--- config.mk ---
export PLATFORM = sky130hd
export DESIGN_NAME = raster_scan_ctrl
export DESIGN_NICKNAME = d
export VERILOG_FILES = /design/src/rtl/raster_scan_ctrl.sv
export SDC_FILE = /design/constraint.sdc
export NUM_CORES = 1
export LEC_CHECK = 0
export ABC_CLOCK_PERIOD_IN_PS = 8860
export BUFFER_PORTS_ARGS = -buffer_cell sky130_fd_sc_hd__buf_2
export CAP_MARGIN = 10
export CORE_MARGIN = 4
export CORE_UTILIZATION = 55
export DETAILED_ROUTE_END_ITERATION = 6
export PLACE_DENSITY = 0.75
export SYNTH_ARGS = -nofsm -noshare
export SYNTH_HDL_FRONTEND = slang
export SYNTH_SLANG_ARGS = --single-unit
export TNS_END_PERCENT = 50
--- constraint.sdc ---
create_clock -name clk -period 8.86 [get_ports clk]
set_input_delay 0.443 -clock clk [delete_from_list [all_inputs] [get_ports clk]]
set_output_delay 0.443 -clock clk [all_outputs]
set_load 0.02 [all_outputs]
--- src/rtl/raster_scan_ctrl.sv ---
// raster_scan_ctrl
// Per-triangle traversal sequencer for the rasterizer front end.
// A triangle (three vertices, unsigned COORD_W fixed point with FRAC_BITS
// fractional bits) is accepted over tri_valid/tri_ready. The block rounds the
// bounding box to integer pixels, clamps it to the screen and then emits every
// pixel of the box in row-major order on the pix_valid/pix_ready stream.
// Ports:
//   clk, rst_n            clock, asynchronous active-low reset
//   tri_valid/tri_ready   triangle handshake
//   v0x..v2x, v0y..v2y    vertex coordinates
//   pix_valid/pix_ready   pixel stream handshake
//   pix_x, pix_y          current pixel coordinate
//   pix_last              current pixel is the last one of the box
//   busy                  sequencer is not idle
//   done                  one-cycle pulse when a triangle completes
module raster_scan_ctrl #(
    parameter int COORD_W   = 16,
    parameter int FRAC_BITS = 6,
    parameter int PIX_W     = 10,
    parameter int SCREEN_W  = 160,
    parameter int SCREEN_H  = 120
) (
    input  logic               clk,
    input  logic               rst_n,
    input  logic               tri_valid,
    output logic               tri_ready,
    input  logic [COORD_W-1:0] v0x,
    input  logic [COORD_W-1:0] v1x,
    input  logic [COORD_W-1:0] v2x,
    input  logic [COORD_W-1:0] v0y,
    input  logic [COORD_W-1:0] v1y,
    input  logic [COORD_W-1:0] v2y,
    output logic               pix_valid,
    input  logic               pix_ready,
    output logic [PIX_W-1:0]   pix_x,
    output logic [PIX_W-1:0]   pix_y,
    output logic               pix_last,
    output logic               busy,
    output logic               done
);

    // Rounded intermediate keeps one extra bit so 0xFFFF rounds to 1024.
    localparam int RW = COORD_W - FRAC_BITS + 1;

    typedef enum logic [1:0] {
        ST_IDLE = 2'd0,
        ST_BOX  = 2'd1,
        ST_SCAN = 2'd2,
        ST_DONE = 2'd3
    } state_t;

    state_t             state_r;
    logic [COORD_W-1:0] v0x_r, v1x_r, v2x_r, v0y_r, v1y_r, v2y_r;
    logic [PIX_W-1:0]   xmin_r, xmax_r, ymin_r, ymax_r;
    logic [PIX_W-1:0]   pix_x_r, pix_y_r;
    logic               pix_valid_r, pix_last_r, busy_r, done_r;

    logic [RW-1:0]      rxmin_s, rxmax_s, rymin_s, rymax_s;
    logic [RW-1:0]      cxmax_s, cymax_s;
    logic [PIX_W-1:0]   bx_min_s, bx_max_s, by_min_s, by_max_s;
    logic               empty_s, single_s;
    logic [PIX_W-1:0]   nx_s, ny_s;

    function automatic logic [COORD_W-1:0] min3(input logic [COORD_W-1:0] a,
                                                input logic [COORD_W-1:0] b,
                                                input logic [COORD_W-1:0] c);
        logic [COORD_W-1:0] m;
        m = (a < b) ? a : b;
        return (c < m) ? c : m;
    endfunction

    function automatic logic [COORD_W-1:0] max3(input logic [COORD_W-1:0] a,
                                                input logic [COORD_W-1:0] b,
                                                input logic [COORD_W-1:0] c);
        logic [COORD_W-1:0] m;
        m = (a > b) ? a : b;
        return (c > m) ? c : m;
    endfunction

    // Round-half-up to an integer pixel; the carry lands in the extra bit.
    function automatic logic [RW-1:0] round_fx(input logic [COORD_W-1:0] v);
        logic [RW-1:0] ip;
        ip = RW'(v >> FRAC_BITS);
        return ip + RW'(v[FRAC_BITS-1]);
    endfunction

    // Bounding box of the registered vertices: round, clamp max, detect empty.
    always_comb begin
        rxmin_s = round_fx(min3(v0x_r, v1x_r, v2x_r));
        rxmax_s = round_fx(max3(v0x_r, v1x_r, v2x_r));
        rymin_s = round_fx(min3(v0y_r, v1y_r, v2y_r));
        rymax_s = round_fx(max3(v0y_r, v1y_r, v2y_r));
        if (rxmax_s > RW'(SCREEN_W - 1)) begin
            cxmax_s = RW'(SCREEN_W - 1);
        end else begin
            cxmax_s = rxmax_s;
        end
        if (rymax_s > RW'(SCREEN_H - 1)) begin
            cymax_s = RW'(SCREEN_H - 1);
        end else begin
            cymax_s = rymax_s;
        end
        empty_s  = (rxmin_s > RW'(SCREEN_W - 1)) || (rymin_s > RW'(SCREEN_H - 1));
        // Only consumed when the box is non-empty, where everything fits PIX_W.
        bx_min_s = PIX_W'(rxmin_s);
        bx_max_s = PIX_W'(cxmax_s);
        by_min_s = PIX_W'(rymin_s);
        by_max_s = PIX_W'(cymax_s);
        single_s = (bx_min_s == bx_max_s) && (by_min_s == by_max_s);
    end

    // Next raster position after the current pixel transfers.
    always_comb begin
        if (pix_x_r < xmax_r) begin
            nx_s = pix_x_r + PIX_W'(1);
            ny_s = pix_y_r;
        end else begin
            nx_s = xmin_r;
            ny_s = pix_y_r + PIX_W'(1);
        end
    end

    // Sequencer FSM with registered stream and status outputs.
    always_ff @(posedge clk or negedge rst_n) begin
        if (!rst_n) begin
            state_r     <= ST_IDLE;
            v0x_r       <= '0;
            v1x_r       <= '0;
            v2x_r       <= '0;
            v0y_r       <= '0;
            v1y_r       <= '0;
            v2y_r       <= '0;
            xmin_r      <= '0;
            xmax_r      <= '0;
            ymin_r      <= '0;
            ymax_r      <= '0;
            pix_x_r     <= '0;
            pix_y_r     <= '0;
            pix_valid_r <= 1'b0;
            pix_last_r  <= 1'b0;
            busy_r      <= 1'b0;
            done_r      <= 1'b0;
        end else begin
            case (state_r)
                ST_IDLE: begin
                    done_r <= 1'b0;
                    if (tri_valid) begin
                        v0x_r   <= v0x;
                        v1x_r   <= v1x;
                        v2x_r   <= v2x;
                        v0y_r   <= v0y;
                        v1y_r   <= v1y;
                        v2y_r   <= v2y;
                        busy_r  <= 1'b1;
                        state_r <= ST_BOX;
                    end
                end
                ST_BOX: begin
                    if (empty_s) begin
                        done_r  <= 1'b1;
                        state_r <= ST_DONE;
                    end else begin
                        xmin_r      <= bx_min_s;
                        xmax_r      <= bx_max_s;
                        ymin_r      <= by_min_s;
                        ymax_r      <= by_max_s;
                        pix_x_r     <= bx_min_s;
                        pix_y_r     <= by_min_s;
                        pix_last_r  <= single_s;
                        pix_valid_r <= 1'b1;
                        state_r     <= ST_SCAN;
                    end
                end
                ST_SCAN: begin
                    // pix_valid is always high here, so pix_ready alone means a transfer.
                    if (pix_ready) begin
                        if (pix_last_r) begin
                            pix_valid_r <= 1'b0;
                            pix_last_r  <= 1'b0;
                            done_r      <= 1'b1;
                            state_r     <= ST_DONE;
                        end else begin
                            pix_x_r    <= nx_s;
                            pix_y_r    <= ny_s;
                            pix_last_r <= (nx_s == xmax_r) && (ny_s == ymax_r);
                        end
                    end
                end
                ST_DONE: begin
                    done_r  <= 1'b0;
                    busy_r  <= 1'b0;
                    state_r <= ST_IDLE;
                end
                default: begin
                    pix_valid_r <= 1'b0;
                    pix_last_r  <= 1'b0;
                    done_r      <= 1'b0;
                    busy_r      <= 1'b0;
                    state_r     <= ST_IDLE;
                end
            endcase
        end
    end

    assign tri_ready = (state_r == ST_IDLE);
    assign pix_valid = pix_valid_r;
    assign pix_x     = pix_x_r;
    assign pix_y     = pix_y_r;
    assign pix_last  = pix_last_r;
    assign busy      = busy_r;
    assign done      = done_r;

endmodule

==> results of run 1 <==
-- layer usage --
layer / wire [um] / up-vias / track usage / share of wire
met4: 812 / 4 / 0.07732 / 0.023
met5: 20 / - / 0 / 0.00057
met1: 15600 / 5325 / 0.3901 / 0.45
met2: 15790 / 449 / 0.4241 / 0.45
li1: - / 5253 / - / -
met3: 2598 / 53 / 0.05340 / 0.075
-- layout by cell type (no fill, tap or decap), types with 31 or more instances in the layout --
master,netlist,routed
a21oi_1,112,112
buf_2,10,123
dfrtp_1,152,152
ha_1,117,117
inv_1,81,81
mux2_2,123,123
mux2i_1,77,77
nand2_1,110,109
nand3_1,48,48
nor2_1,83,83
nor3_1,31,31
o21ai_0,54,54
xnor2_1,40,40
-- registers in the layout (all words and copies together), names as in the netlist, 10 cells and up --
register	cells
pix_x	10
pix_y	10
v0x_r	16
v0y_r	16
v1x_r	16
v1y_r	16
v2x_r	16
v2y_r	16
xmax_r	10
xmin_r	10
ymax_r	10
-- kinds of logic after synthesis --
family	count (synthesis)	synth area share
simple gates	387	0.1516
buf+inv	131	0.04120
flops	152	0.3040
xor+xnor	69	0.04940
mux	200	0.1723
compound gates	310	0.1646
fa+ha+maj	117	0.1170
-- worst min path at each step --
stage,start,to,cells after the start
after floorplan,rst_n,busy,0
after global placement,pix_valid,pix_valid,1
after detailed placement,pix_valid,pix_valid,1
after CTS,rst_n,v1x_r[2],1
after global routing,rst_n,v0x_r[3],1
final,rst_n,v0x_r[3],1
-- Yosys cell counts (14+ instances only) --
cell type    n  area (sq um)
xnor2_1     40         350.3
clkbuf_1    24         90.09
and2_1      14         87.58
nand2_1    110         412.9
nor3_1      31         155.2
nor4_1      17         106.4
ha_1       117          1464
and3_1      15         93.84
o21ai_0     54         270.3
nand4_1     21         131.4
xor2_1      28         245.2
mux2i_1     77         770.7
nor2_1      83         311.6
mux2_2     123          1385
a21o_1      17         127.6
a21oi_1    112         560.5
inv_1       81         304.0
dfrtp_1    152          3804
nand3_1     48         240.2
-- stage by stage --
stage | hold slack [ns] | instances
2_1_floorplan | 0.1474 | 1366
3_3_place_gp | 0.4630 | 1734
3_5_place_dp | 0.4669 | 1734
4_1_cts | 0.1161 | 1765
5_1_grt | 0.1546 | 1765
6_report | 0.08554 | 1765
-- layout make-up --
class / count / area [sq um] / share of cell area
multi-input combinational: 1083 / 8212 / 0.5873
clock inverter: 12 / 141.4 / 0.01011
inverter: 82 / 307.8 / 0.02201
tap: 280 / 350.3 / 0.02506
sequential: 152 / 3804 / 0.2720
clock buffer: 19 / 442.9 / 0.03168
timing repair buffer: 137 / 724.4 / 0.05181
==> reports/metrics.json, run 1 <==
{
  "antennaDiodeCount": {"value": 0},
  "cts-root-to-sink-buffers": {"value": 2},
  "area.growth.synth_to_final": {"value": 11.74, "unit": "%"},
  "layout.nets": {"value": 1690},
  "worstReg2RegEnd": {"value": "pix_last"},
  "critical_path.top_delay_family": {"value": "compound AO/OA/AOI/OAI gates"},
  "postSynth.topFlopCell": {"value": "dfrtp_1"},
  "synth-edff-count": {"value": 0},
  "holdCritPathClass": {"value": "in -> async"},
  "avgSynthCellArea": {"value": 9.161, "unit": "sq um"},
  "final.setup.tns": {"value": 0, "unit": "ns"},
  "grt_pass1_vias": {"value": 10704},
  "wl_per_cell": {"value": 19.73, "unit": "um"},
  "r2r.worst_path.cells": {"value": 26},
  "cp-startpoint": {"value": "v1y_r[14]"},
  "die_h": {"value": 158.8, "unit": "um"},
  "synth.net_count": {"value": 1583},
  "number_of_antenna_violations_at_the_first_check_in_global_routing": {"value": 2},
  "crit_arrival": {"value": 8.50, "unit": "ns"},
  "worst_ep_required_time": {"value": 9.21, "unit": "ns"},
  "endpoint_of_the_most_critical_setup_path": {"value": "pix_last"},
  "timing.max_slew.rel_slack": {"value": 0.2188},
  "finalClockSkew": {"value": 0.01285, "unit": "ns"},
  "crit_path_max_fanout": {"value": 19},
  "endpoint_kind": {"value": "flop"},
  "worst-setup-path-type": {"value": "reg -> reg"},
  "ff2ff_setup_slack": {"value": 0.71, "unit": "ns"},
  "initialDrtViolationCount": {"value": 1066},
  "grt_first_pass_wirelength": {"value": 56.66, "unit": "mm"},
  "numCtsBuffers": {"value": 17},
  "synth_cells": {"value": 1366},
  "post_synthesis_instance_area": {"value": 12510, "unit": "sq um"},
  "grt_max_degree": {"value": 95},
  "crit_path_top_delay_cell": {"value": "a221oi_2"},
  "rsz0062_at_grt": {"value": "no"},
  "status": {"value": "complete, no violations"},
  "detailedPlacementHpwl": {"value": 26.75, "unit": "mm"},
  "worstReg2RegStart": {"value": "v1y_r[14]"},
  "drt_pre_antenna_iters": {"value": 6},
  "synth-seq-cells": {"value": 152},
  "portBuffers": {"value": 124},
  "final-setup-viol-count": {"value": 0},
  "clock_latency": {"value": 0.44, "unit": "ns"},
  "critical_path.max_stage_delay": {"value": 0.79, "unit": "ns"},
  "initial_utilization": {"value": 0.5664},
  "post_drt_via_cell_ratio": {"value": 6.280},
  "path_buf_inv": {"value": 2},
  "clockRootBuffer": {"value": "clkbuf_16"},
  "route.final.wire_length": {"value": 34.82, "unit": "mm"},
  "row_count": {"value": 54},
  "postLayoutCoreUtil": {"value": 0.6329},
  "grt.total_usage": {"value": 0.2727},
  "num_vias": {"value": 11084},
  "syn_warnings": {"value": 0},
  "cts_repair_resize_count": {"value": 0},
  "final_critical_path_setup_slack": {"value": 0.7064, "unit": "ns"},
  "io-pin-count": {"value": 125},
  "cts_hold_buffers": {"value": 0},
  "core_area": {"value": 22090, "unit": "sq um"},
  "seq_area_frac_synth": {"value": 0.3040},
  "post-place-ws": {"value": 0.8629, "unit": "ns"},
  "timing_worst_slew_pin_value": {"value": 1.172, "unit": "ns"},
  "stdcell_area": {"value": 13980, "unit": "sq um"},
  "number_of_maximum_capacitance_constraint_violations": {"value": 0},
  "place_congestion": {"value": 0.9729},
  "total_drc_errors_in_the_routed_layout": {"value": 0},
  "worst_setup_hold_path_clk_slew": {"value": 0.07, "unit": "ns"},
  "worstSetupStartpointType": {"value": "flop"},
  "netlist-cell-type-count": {"value": 83},
  "postSynth.asyncResetShare": {"value": 1.000},
  "dieArea": {"value": 25230, "unit": "sq um"},
  "drive_gt1_frac": {"value": 0.2094},
  "cts_tree": {"value": "yes"},
  "finalCriticalPeriod": {"value": 8.154, "unit": "ns"},
  "nFillCells": {"value": 1833},
  "htree_num_levels": {"value": 4},
  "placedInstanceArea": {"value": 13400, "unit": "sq um"},
  "post_cts_buffers": {"value": 0},
  "fmaxAchievable": {"value": 0.1226, "unit": "GHz"},
  "finalMaxSlewViolations": {"value": 0},
  "critical_path_depth": {"value": 26},
  "die_x": {"value": 158.8, "unit": "um"},
  "grt_residual_overflow": {"value": 0},
  "timing.final.hold_violations": {"value": 0},
  "postRouteAntennaNets": {"value": 0},
  "tritoncts_num_sinks": {"value": 152},
  "layout_worst_path_cycle_share": {"value": 0.9203}
}
Power of run 1 is not shown: default switching activity piles up to over one toggle a cycle in this logic, so the estimate is an artifact.
==> run 2, diff against run 1 <==
--- a/config.mk
+++ b/config.mk
@@ -6,12 +6,13 @@
 export NUM_CORES = 1
 export LEC_CHECK = 0
 export ABC_CLOCK_PERIOD_IN_PS = 8860
-export BUFFER_PORTS_ARGS = -buffer_cell sky130_fd_sc_hd__buf_2
 export CAP_MARGIN = 10
 export CORE_MARGIN = 4
 export CORE_UTILIZATION = 55
 export DETAILED_ROUTE_END_ITERATION = 6
-export PLACE_DENSITY = 0.75
+export DONT_BUFFER_PORTS = 1
+export PLACE_DENSITY = 0.7
+export SLEW_MARGIN = 40
 export SYNTH_ARGS = -nofsm -noshare
 export SYNTH_HDL_FRONTEND = slang
 export SYNTH_SLANG_ARGS = --single-unit
==> run 2 against run 1 <==
Final cell count is 6.8% lower. Count of clock-buffer cells in the layout decreased by 1. Global-route usage is 0.93 points lower. Highest routed layer unchanged. Largest cell class unchanged. Critical endpoint is now pix_y[0].
==> reports/metrics.json, run 2 (synthesis gave the netlist of run 1 again) <==
{
  "endpoint_kind": {"value": "flop"},
  "final_common_cell": {"value": "dfrtp_1"},
  "drive_gt1_frac": {"value": 0.1415},
  "placedInstanceArea": {"value": 12780, "unit": "sq um"},
  "portBuffers": {"value": 0},
  "core_area": {"value": 22090, "unit": "sq um"},
  "critical_path.max_stage_delay": {"value": 0.55, "unit": "ns"},
  "dieArea": {"value": 25230, "unit": "sq um"},
  "timing.final.hold_violations": {"value": 0},
  "grt_residual_overflow": {"value": 0},
  "area.growth.synth_to_final": {"value": 7.419, "unit": "%"},
  "rsz0062_at_grt": {"value": "no"},
  "grt_max_degree": {"value": 153},
  "number_of_antenna_violations_at_the_first_check_in_global_routing": {"value": 3},
  "status": {"value": "complete, no violations"},
  "worst_ep_required_time": {"value": 9.14, "unit": "ns"},
  "final-seq-area": {"value": 3804, "unit": "sq um"},
  "holdCritPathClass": {"value": "in -> async"},
  "postRouteAntennaNets": {"value": 0},
  "timing.max_slew.rel_slack": {"value": 0.4655},
  "drt_pre_antenna_iters": {"value": 5},
  "wl_per_cell": {"value": 20.30, "unit": "um"},
  "grt_pass1_vias": {"value": 10087},
  "cp-startpoint": {"value": "v1x_r[10]"},
  "numCtsBuffers": {"value": 17},
  "clockRootBuffer": {"value": "clkbuf_16"},
  "tritoncts_num_sinks": {"value": 152},
  "stdcell_area": {"value": 13440, "unit": "sq um"},
  "worstReg2RegStart": {"value": "v1x_r[10]"},
  "final.setup.tns": {"value": 0, "unit": "ns"},
  "detailedPlacementHpwl": {"value": 25.31, "unit": "mm"},
  "num_vias": {"value": 10478},
  "layout_worst_path_cycle_share": {"value": 0.8836},
  "crit_top_cell": {"value": "ha_1"},
  "htree_num_levels": {"value": 4},
  "post_drt_via_cell_ratio": {"value": 6.370},
  "finalClockSkew": {"value": 0.01348, "unit": "ns"},
  "worstSetupStartpointType": {"value": "flop"},
  "grt_first_pass_wirelength": {"value": 54.44, "unit": "mm"},
  "cts-root-to-sink-buffers": {"value": 2},
  "final-setup-viol-count": {"value": 0},
  "initialDrtViolationCount": {"value": 1031},
  "total_drc_errors_in_the_routed_layout": {"value": 0},
  "fmaxAchievable": {"value": 0.1277, "unit": "GHz"},
  "worst-setup-path-type": {"value": "reg -> reg"},
  "crit_arrival": {"value": 8.11, "unit": "ns"},
  "layout.nets": {"value": 1568},
  "die_h": {"value": 158.8, "unit": "um"},
  "timing_worst_slew_pin_value": {"value": 0.7964, "unit": "ns"},
  "nFillCells": {"value": 1911},
  "hold-worst-slack": {"value": 0.01650, "unit": "ns"},
  "worst_setup_hold_path_clk_slew": {"value": 0.07, "unit": "ns"},
  "clock_latency": {"value": 0.44, "unit": "ns"},
  "initial_utilization": {"value": 0.5664},
  "place_congestion": {"value": 0.9493},
  "io-pin-count": {"value": 125},
  "most-common-layout-cells": {"value": "152 x dfrtp_1, 123 x mux2_2, 117 x ha_1"},
  "route.final.wire_length": {"value": 33.39, "unit": "mm"},
  "crit_path_max_fanout": {"value": 46},
  "grt.total_usage": {"value": 0.2634},
  "multi_input_area": {"value": 8217, "unit": "sq um"},
  "number_of_maximum_capacitance_constraint_violations": {"value": 0},
  "row_count": {"value": 54},
  "die_x": {"value": 158.8, "unit": "um"},
  "crit_path_top_delay_cell": {"value": "a2111o_1"},
  "finalMaxSlewViolations": {"value": 0},
  "finalCriticalPeriod": {"value": 7.829, "unit": "ns"},
  "cts_tree": {"value": "yes"}
}
==> run 2: what timing repair did <==
item / in CTS / in global routing
gates resized for setup: 0 / 0
hold buffers: 1 / 0
setup buffers: 0 / 0
hold endpoints to repair: 152 / 0
==> run 2: worst max-delay path, delay by kind of cell (launching register included) <==
family / cells / cell delay [ns]
fa+ha+maj: 4 / 1.07
simple gates: 12 / 2.38
buf+inv: 4 / 0.74
flops: 1 / 0.46
xor+xnor: 1 / 0.07
compound gates: 6 / 1.96
mux: 3 / 0.96
==> run 2: per-stage QoR <==
step,instances,util,worst slack [ns]
3_3_place_gp,1610,0.5780,1.052
2_1_floorplan,1366,-,1.082
3_5_place_dp,1610,0.5784,1.045
5_1_grt,1645,0.6084,0.4428
4_1_cts,1643,0.6081,1.025
6_report,1645,0.6084,1.031
==> run 2: cell type report <==
type,count,share of cell area
Antenna cell,1,0.0001862
Clock buffer,18,0.03267
Clock inverter,14,0.01396
Inverter,82,0.02290
Multi-Input combinational cell,1083,0.6113
Sequential cell,152,0.2830
Tap cell,280,0.02606
Timing Repair Buffer,15,0.009960
==> run 2: final timing paths <==
path	to	slack [ns]	depth (start not counted)
max reg2reg	pix_y[0]	1.03	30
min	v0y_r[2]	0.02	1
max in group asynchronous	v2x_r[12]	8.28	1
max	pix_y[0]	1.03	30
min in group clk	v0y_r[8]	0.15	1
min reg2reg	xmin_r[8]	0.50	1
==> run 2: routing by layer <==
| layer | vias up | routed length (um) | GRT usage | share of wire |
|---|---|---|---|---|
| li1 | 5000 | - | - | - |
| met1 | 5040 | 14620 | 0.3549 | 0.44 |
| met2 | 379 | 15960 | 0.4395 | 0.48 |
| met3 | 55 | 2050 | 0.04769 | 0.061 |
| met4 | 4 | 732 | 0.07140 | 0.022 |
| met5 | - | 32 | 0 | 0.00096 |
Power of run 2 is left out for the same reason.
